$ cat src/rtl/program_loader.sv
// Purpose : encodes and validates decoded Z instructions and writes them into the instruction RAM.
// Latency : each RAM write appears 1 cycle after its handshake; the terminator follows the last write.
// Backpressure: in_ready is high only in LOAD; every valid cycle there is accepted.
//
// Ports:
//   clock, reset_n            - clock and synchronous active-low reset
//   load_start/run_stop/err_clr - control pulses (IDLE / RUN / ERR respectively)
//   in_valid/in_ready, in_*   - decoded instruction fields stream, in_last marks program end
//   addr/wEn/wDat             - instruction RAM write port
//   working                   - processor run enable
//   count, err, trunc         - load status
module program_loader #(
  parameter int ADDR_W = 9,
  parameter int DEPTH  = 512
) (
  input  logic              clock,
  input  logic              reset_n,
  input  logic              load_start,
  input  logic              run_stop,
  input  logic              err_clr,
  input  logic              in_valid,
  output logic              in_ready,
  input  logic [3:0]        in_icode,
  input  logic [3:0]        in_ifun,
  input  logic [3:0]        in_rA,
  input  logic [3:0]        in_rB,
  input  logic [15:0]       in_valC,
  input  logic              in_last,
  output logic [ADDR_W-1:0] addr,
  output logic              wEn,
  output logic [31:0]       wDat,
  output logic              working,
  output logic [ADDR_W:0]   count,
  output logic              err,
  output logic              trunc
);

  typedef enum logic [2:0] {
    S_IDLE,
    S_LOAD,
    S_TERM,
    S_RUN,
    S_ERR
  } state_t;

  // Count value that fills the RAM except for the terminator slot.
  localparam logic [ADDR_W:0] CNT_CAP = (ADDR_W+1)'(DEPTH - 1);

  state_t              state_q, state_d;
  logic [ADDR_W-1:0]   ptr_q, ptr_d;
  logic [ADDR_W-1:0]   addr_q, addr_d;
  logic                wen_q, wen_d;
  logic [31:0]         wdat_q, wdat_d;
  logic                working_q, working_d;
  logic [ADDR_W:0]     count_q, count_d;
  logic                err_q, err_d;
  logic                trunc_q, trunc_d;

  logic                is_irmov;
  logic                is_op;
  logic                legal;
  logic [31:0]         enc_word;
  logic [ADDR_W:0]     cnt_inc;

  // Instruction-set check and packing.
  always_comb begin
    is_irmov = (in_icode == 4'd3) && (in_ifun == 4'd0) && (in_rA == 4'hF) && (in_rB <= 4'd5);
    is_op    = (in_icode == 4'd6) && (in_ifun <= 4'd3) && (in_rA <= 4'd5) &&
               (in_rB <= 4'd5) && (in_valC == 16'd0);
    legal    = is_irmov || is_op;
    enc_word = {in_icode, in_ifun, in_rA, in_rB, in_valC};
    cnt_inc  = count_q + (ADDR_W+1)'(1);
  end

  always_comb begin
    state_d   = state_q;
    ptr_d     = ptr_q;
    count_d   = count_q;
    err_d     = err_q;
    trunc_d   = trunc_q;
    addr_d    = '0;
    wen_d     = 1'b0;
    wdat_d    = '0;
    working_d = 1'b0;
    in_ready  = 1'b0;

    case (state_q)
      S_IDLE: begin
        if (load_start) begin
          ptr_d   = '0;
          count_d = '0;
          trunc_d = 1'b0;
          state_d = S_LOAD;
        end
      end

      S_LOAD: begin
        in_ready = 1'b1;
        if (in_valid) begin
          if (legal) begin
            wen_d   = 1'b1;
            addr_d  = ptr_q;
            wdat_d  = enc_word;
            ptr_d   = ptr_q + ADDR_W'(1);
            count_d = cnt_inc;
            if (in_last) begin
              state_d = S_TERM;
            end else if (cnt_inc == CNT_CAP) begin
              // Only the terminator slot is left: cut the program here.
              trunc_d = 1'b1;
              state_d = S_TERM;
            end
          end else begin
            // Illegal word is consumed but never written.
            err_d   = 1'b1;
            state_d = S_ERR;
          end
        end
      end

      S_TERM: begin
        wen_d   = 1'b1;
        addr_d  = ptr_q;
        wdat_d  = '0;
        state_d = S_RUN;
      end

      S_RUN: begin
        // working is driven from the registered state, so it rises one cycle
        // after the terminator write and never overlaps a wEn pulse.
        if (run_stop) begin
          state_d = S_IDLE;
        end else begin
          working_d = 1'b1;
        end
      end

      S_ERR: begin
        if (err_clr) begin
          err_d   = 1'b0;
          state_d = S_IDLE;
        end
      end

      default: begin
        state_d = S_IDLE;
      end
    endcase
  end

  always_ff @(posedge clock) begin
    if (!reset_n) begin
      state_q   <= S_IDLE;
      ptr_q     <= '0;
      addr_q    <= '0;
      wen_q     <= 1'b0;
      wdat_q    <= '0;
      working_q <= 1'b0;
      count_q   <= '0;
      err_q     <= 1'b0;
      trunc_q   <= 1'b0;
    end else begin
      state_q   <= state_d;
      ptr_q     <= ptr_d;
      addr_q    <= addr_d;
      wen_q     <= wen_d;
      wdat_q    <= wdat_d;
      working_q <= working_d;
      count_q   <= count_d;
      err_q     <= err_d;
      trunc_q   <= trunc_d;
    end
  end

  assign addr    = addr_q;
  assign wEn     = wen_q;
  assign wDat    = wdat_q;
  assign working = working_q;
  assign count   = count_q;
  assign err     = err_q;
  assign trunc   = trunc_q;

endmodule

$ cat config.mk
export PLATFORM = sky130hd
export DESIGN_NAME = program_loader
export DESIGN_NICKNAME = d
export VERILOG_FILES = /design/src/rtl/program_loader.sv
export SDC_FILE = /design/constraint.sdc
export NUM_CORES = 1
export LEC_CHECK = 0
export BUFFER_PORTS_ARGS = -buffer_cell sky130_fd_sc_hd__buf_2
export CAP_MARGIN = 25
export CORE_MARGIN = 3
export CORE_UTILIZATION = 35
export CTS_BUF_LIST = sky130_fd_sc_hd__clkbuf_8
export DETAILED_ROUTE_END_ITERATION = 7
export HOLD_SLACK_MARGIN = 0.15
export PLACE_DENSITY_LB_ADDON = 0.2
export RECOVER_POWER = 100
export SYNTH_ARGS = -nofsm -noshare
export SYNTH_HDL_FRONTEND = slang
export SYNTH_SLANG_ARGS = --single-unit
export TNS_END_PERCENT = 1
$ cat constraint.sdc
create_clock -name clock -period 3.9 [get_ports clock]
set_clock_uncertainty 0.2 [all_clocks]
set_input_delay 0.78 -clock clock [delete_from_list [all_inputs] [get_ports clock]]
set_output_delay 0.78 -clock clock [all_outputs]
set_load 0.01 [all_outputs]
# Word level (Yosys, flattened, before mapping)
# Index checks and enable logic that the tools add are counted.
dict set report totals {
  register_bits 67
  inputBits 39
  out_inout_bits 56
  elab_cells 84
}
dict set report op_classes {
  n_addsub 2
  n_lt_le_gt_ge 3
  n_eq_ne 17
  n_mux 34
  reduce_logical 19
}
# op n
set ops {}
lappend ops {{9-bit two-way mux} 5}
lappend ops {{9-bit one-hot mux with 2 select lines} 2}
lappend ops {{10-bit two-way mux} 3}
lappend ops {{3-bit two-way mux} 7}
lappend ops {{10-bit one-hot mux with 2 select lines} 1}
lappend ops {{16-bit zero test} 1}
lappend ops {{2-bit != test (second input constant)} 8}
lappend ops {{3-bit one-hot mux with 5 select lines} 1}
lappend ops {{1-bit two-way mux} 12}
lappend ops {{4-bit AND reduction} 3}
lappend ops {{10-bit by 1-bit adder with 10-bit output (second input constant)} 1}
lappend ops {{10-bit by 9-bit equality test with 1-bit output (second input constant)} 1}
lappend ops {{9-bit by 1-bit adder with 9-bit output (second input constant)} 1}
lappend ops {{4-bit by 3-bit <= comparator with 1-bit output (second input constant)} 2}
lappend ops {{1-bit logical AND} 7}
lappend ops {{3-bit by 2-bit equality test with 1-bit output (second input constant)} 2}
lappend ops {{1-bit one-hot mux with 2 select lines} 3}
lappend ops {{6-bit AND reduction} 1}
lappend ops {{5-bit AND reduction} 1}
lappend ops {{4-bit by 2-bit equality test with 1-bit output (second input constant)} 1}
lappend ops {{4-bit by 3-bit equality test with 1-bit output (second input constant)} 1}
lappend ops {{4-bit equality test (second input constant)} 1}
lappend ops {{4-bit by 2-bit <= comparator with 1-bit output (second input constant)} 1}
lappend ops {{4-bit zero test} 1}
lappend ops {{7 further kinds} 8}

# Logic depth before layout (Yosys ltp)
dict set report logic_depth {
  word_depth 9
  ltp_mapped 9
  depth_no_buf 7
}

# Worst setup path before layout
# OpenSTA, ideal clock, no wires.
dict set report synth_path {
  path_kind {input to register}
  start {input port in_icode[3]}
  end {register wdat_q[10] (netlist: wDat[10])}
  setup_ns 0.059
  t_arrival_ns 2.040
  required_time_ns 3.641
  path_slack_ns 1.601
  stages 7
  path_buffers 2
  cell_sequence {nor4b_4 nand2_1 o31ai_2 and4_4 buf_6 buf_6 and2_1}
}
dict set report synth_between {
  elab_chain_cells 7
  elab_cells_between_ends 11
  cone_classes {2 x eq/ne; 9 x reduce/logical}
}
# element line
set synth_lines {}
lappend synth_lines {{start: declaration} 23} ;# input logic [3:0] in_icode,
lappend synth_lines {{4-bit by 3-bit equality test with 1-bit output} 68} ;# is_op = (in_icode == 4'd6) && (in_ifun <= 4'd3) && (in_rA <= 4'd5) &&
lappend synth_lines {{1-bit logical AND (3 in series)} 68}
lappend synth_lines {{1-bit logical AND} 69} ;# (in_rB <= 4'd5) && (in_valC == 16'd0);
lappend synth_lines {{1-bit logical OR (*)} 70} ;# legal = is_irmov || is_op;
lappend synth_lines {{4-bit AND reduction (no source line) (*)} -}
lappend synth_lines {{end signal: assignment} 167} ;# wdat_q <= wdat_d;
lappend synth_lines {{end: declaration} 53} ;# logic [31:0] wdat_q, wdat_d;
# Every way passes the cells marked *; elsewhere a longest branch is shown, timed or not.
# A chain may end at the register's enable or synchronous reset.

# Worst setup path after layout
dict set report layout_path {
  start {input port in_valC[0]}
  end {register count_q[5] (netlist: count[5])}
}
dict set report layout_between {
  elab_chain_cells 5
}
# element line
set layout_lines {}
lappend layout_lines {{start: declaration} 27} ;# input logic [15:0] in_valC,
lappend layout_lines {{16-bit zero test} 69}
lappend layout_lines {{1-bit logical AND} 69}
lappend layout_lines {{1-bit logical OR} 70}
lappend layout_lines {{2-bit != test (no source line)} -}
lappend layout_lines {{4-bit AND reduction (no source line)} -}
lappend layout_lines {{end signal: assignment} 169} ;# count_q <= count_d;
lappend layout_lines {{end: declaration} 55} ;# logic [ADDR_W:0] count_q, count_d;
# Every way passes these cells.

==> reports/metrics.cfg <==
[die]
core-area_mm2=0.00694
die-height_um=91.5
initial_cell_density_of_the_core_pct=36.9
die-width_um=91.5
fp.dieArea_mm2=0.00838
pin_count=95
std_cell_rows=30

[drt]
drtIter0Drc=88
routedWlPerCell_um=12.8
final_antenna_net_count=0
totalWireLength_um=5910
vias_cell=4.62
route.vias.total=2139
detail_route.first_pass.iterations=4
drc_errors=0

[synth]
synth.top_cells.by_area=sky130_fd_sc_hd__dfxtp_1 (52%), sky130_fd_sc_hd__and2_1 (9.5%), sky130_fd_sc_hd__xor2_1 (3.8%)
synth.distinct_cells=44
synthesis.instances=263
synthesis.area_per_instance_um2=9.74
synth_enable_flop_cells=0
dominantRegCellSynth=sky130_fd_sc_hd__dfxtp_1
synth_top_area_share_pct=52.4
synth.largest_area_cell=sky130_fd_sc_hd__dfxtp_1
synth_seq_cells=67
yosys_warnings=0
synthesis.area_mm2=0.00256
synth_sequential_area_ratio_pct=52.4
async_set_or_reset_flop_fraction_in_the_synthesized_netlist_pct=0

[critical_path]
crit_path_max_fanout=39
arrival_ns=3.09
worst-endpoint-required_ns=3.97
cp_top_family=simple AND/OR/NAND/NOR gates
critical_path.n_buffers_inverters=1
crit_path_cell_trace=buf_2 -> nor4_1 -> nand4_1 -> o31ai_1 -> and4_1 -> a21oi_1 -> mux2i_1
reg2reg_setup_slack_ns=1.29
worst_path_largest_cell_delay_ns=1.00
launching_element_type_of_the_critical_path=input pin
critical_path.slowest_cell=sky130_fd_sc_hd__and4_1
timing_worst_setup_path_type=input pin to flip-flop
worst_setup_path_end_kind=flip-flop

[cells_and_area]
design.final.nets=404
final_area_mm2=0.00324
area.growth.synth_to_final_pct=26.4
final_common_cell=sky130_fd_sc_hd__dfxtp_1
layout_common_cells=sky130_fd_sc_hd__dfxtp_1 (67), sky130_fd_sc_hd__clkbuf_1 (58), sky130_fd_sc_hd__buf_2 (36)
post_route_cells_drive_above_1_share_pct=14.4
antenna_cells_inserted=0
final_cell_count_without_fillers=463

[place]
place_area_mm2=0.00311
dpl.cell_count=447
buffer_ports.inserted=94
gp_congestion=0.820
hpwl_um=4410

[cts]
clock_sinks=67
root_buffer=sky130_fd_sc_hd__clkbuf_8
htree_levels=3
cts.path.max_buffers=2
worst_setup_hold_path_clk_slew_ns=0.07
clk_latency_ns=0.34
post_cts_resized=0
cts_hold_buf=0
cts_setup_buffers=0
clock_buffer_count_from_cts=9
tritoncts=done

[sta]
slew_violations=0
slew_worst_pin_ns=1.12
setup_total_negative_slack_ns=0
fmaxAchievable_ghz=0.331
fin_hold_ws_ns=0.285
rsz0062_at_grt=no
finalSetupViolCount=0
period_utilization_post_route_pct=77.6
period_needed_ns=3.02
hold_violations=0
slew-limit-headroom_pct=25.3

[global_route]
grt_util_all_layers_pct=14.8
grt_pass1_wl_um=9700
pin_count_of_the_biggest_net_entering_global_routing=40
vias_in_the_first_global_route=2105
number_of_antenna_violations_at_the_first_check_in_global_routing=0
grt_remaining_overflow=0

[pwr]
design_power_total_mw=1.50
powerDensity_mw_per_mm2=465
leakagePower_nw=1.32
vdd_drop_max_uv=264

[flow_run]
cap_viol_max_count=0

[status]
status=finished clean

[min_path]
holdCritPathClass=flip-flop to flip-flop

## layout make-up
cell class	count	area (um2)
Sequential cell	67	1340
Clock buffer	9	124
Inverter	7	26.3
Fill cell	700	3710
Clock inverter	7	85.1
Multi-Input combinational cell	182	1140
Timing Repair Buffer	95	405
Tap cell	96	120
## power by group
group          leakage (nW)  internal [mW]  switching [mW]
Combinational         0.671         0.0660           0.108
Sequential            0.542          0.700          0.0211
Clock                 0.112          0.353           0.256
Total                  1.32           1.12           0.385
## flip-flops by register name, summed over array words and instances, names as in the netlist
name	cells
wDat	32
count	10
addr	9
ptr_q	9
state_q	3
err	1
trunc	1
wEn	1
working	1
## per-layer routing
layer / GRT usage [%] / vias up / wire (um)
li1: - / 1107 / -
met1: 19.2 / 955 / 2830
met2: 21.4 / 64 / 2590
met3: 4.64 / 13 / 324
met4: 8.92 / 0 / 159
met5: 0 / - / 0
## per-stage QoR
| step | setup WS [ns] | utilization, % |
|---|---|---|
| 6_report | 0.875 | 46.6 |
| 3_5_place_dp | 0.828 | 44.8 |
| 4_1_cts | 1.19 | 47.8 |
| 3_3_place_gp | 0.824 | 44.8 |
| 2_1_floorplan | 1.60 | - |
| 5_1_grt | 0.583 | 46.6 |
## synth_stat cells (2+ instances only)
| cell type | instances |
|---|---|
| sky130_fd_sc_hd__inv_1 | 7 |
| sky130_fd_sc_hd__a31oi_1 | 4 |
| sky130_fd_sc_hd__a22o_1 | 5 |
| sky130_fd_sc_hd__nor2_1 | 17 |
| sky130_fd_sc_hd__nor4_1 | 7 |
| sky130_fd_sc_hd__nor2b_1 | 3 |
| sky130_fd_sc_hd__and2_1 | 39 |
| sky130_fd_sc_hd__o21a_1 | 2 |
| sky130_fd_sc_hd__o21ai_0 | 2 |
| sky130_fd_sc_hd__nand3_1 | 8 |
| sky130_fd_sc_hd__ha_1 | 3 |
| sky130_fd_sc_hd__xor2_1 | 11 |
| sky130_fd_sc_hd__buf_2 | 6 |
| sky130_fd_sc_hd__buf_6 | 2 |
| sky130_fd_sc_hd__and3_1 | 7 |
| sky130_fd_sc_hd__nand2_1 | 20 |
| sky130_fd_sc_hd__a21oi_1 | 8 |
| sky130_fd_sc_hd__nor3_1 | 5 |
| sky130_fd_sc_hd__or3_1 | 2 |
| sky130_fd_sc_hd__dfxtp_1 | 67 |
| sky130_fd_sc_hd__nand4b_1 | 2 |
| sky130_fd_sc_hd__xnor2_1 | 3 |
| sky130_fd_sc_hd__nand2b_1 | 3 |
| sky130_fd_sc_hd__nand4_1 | 9 |
| sky130_fd_sc_hd__nor4b_1 | 2 |
## final timing paths
check                                from                    end  cells after the start
setup reg to reg  state_q[0]$_SDFFE_PN0P_  count[5]$_SDFFE_PN0P_                      4
hold reg to reg     ptr_q[8]$_SDFFE_PN0P_     addr[8]$_SDFF_PN0_                      1
hold / removal      ptr_q[8]$_SDFFE_PN0P_     addr[8]$_SDFF_PN0_                      1
setup / recovery               in_valC[0]  count[5]$_SDFFE_PN0P_                      7
## cells by family (layout without fill, tap and decap cells)
logic type	count (synthesis)	after routing	synth area share, %
AO/OA/AOI/OAI	30	30	8.16
XOR/XNOR	14	14	4.79
adder cells (fa/ha/maj)	3	3	1.47
buffers and inverters	17	118	3.42
flip-flops	67	67	52.4
multiplexers	1	1	0.391
other	1	4	0.146
AND/OR/NAND/NOR	130	130	29.3
## worst register-to-register path: stages (launching register included)
cell and delay [ns]:
sky130_fd_sc_hd__dfxtp_1 0.50, sky130_fd_sc_hd__and2_0 0.48, sky130_fd_sc_hd__and4_1 1.03, sky130_fd_sc_hd__a21oi_1 0.17
sky130_fd_sc_hd__mux2i_1 0.17
Note: power is estimated with default switching activity, not from simulation.
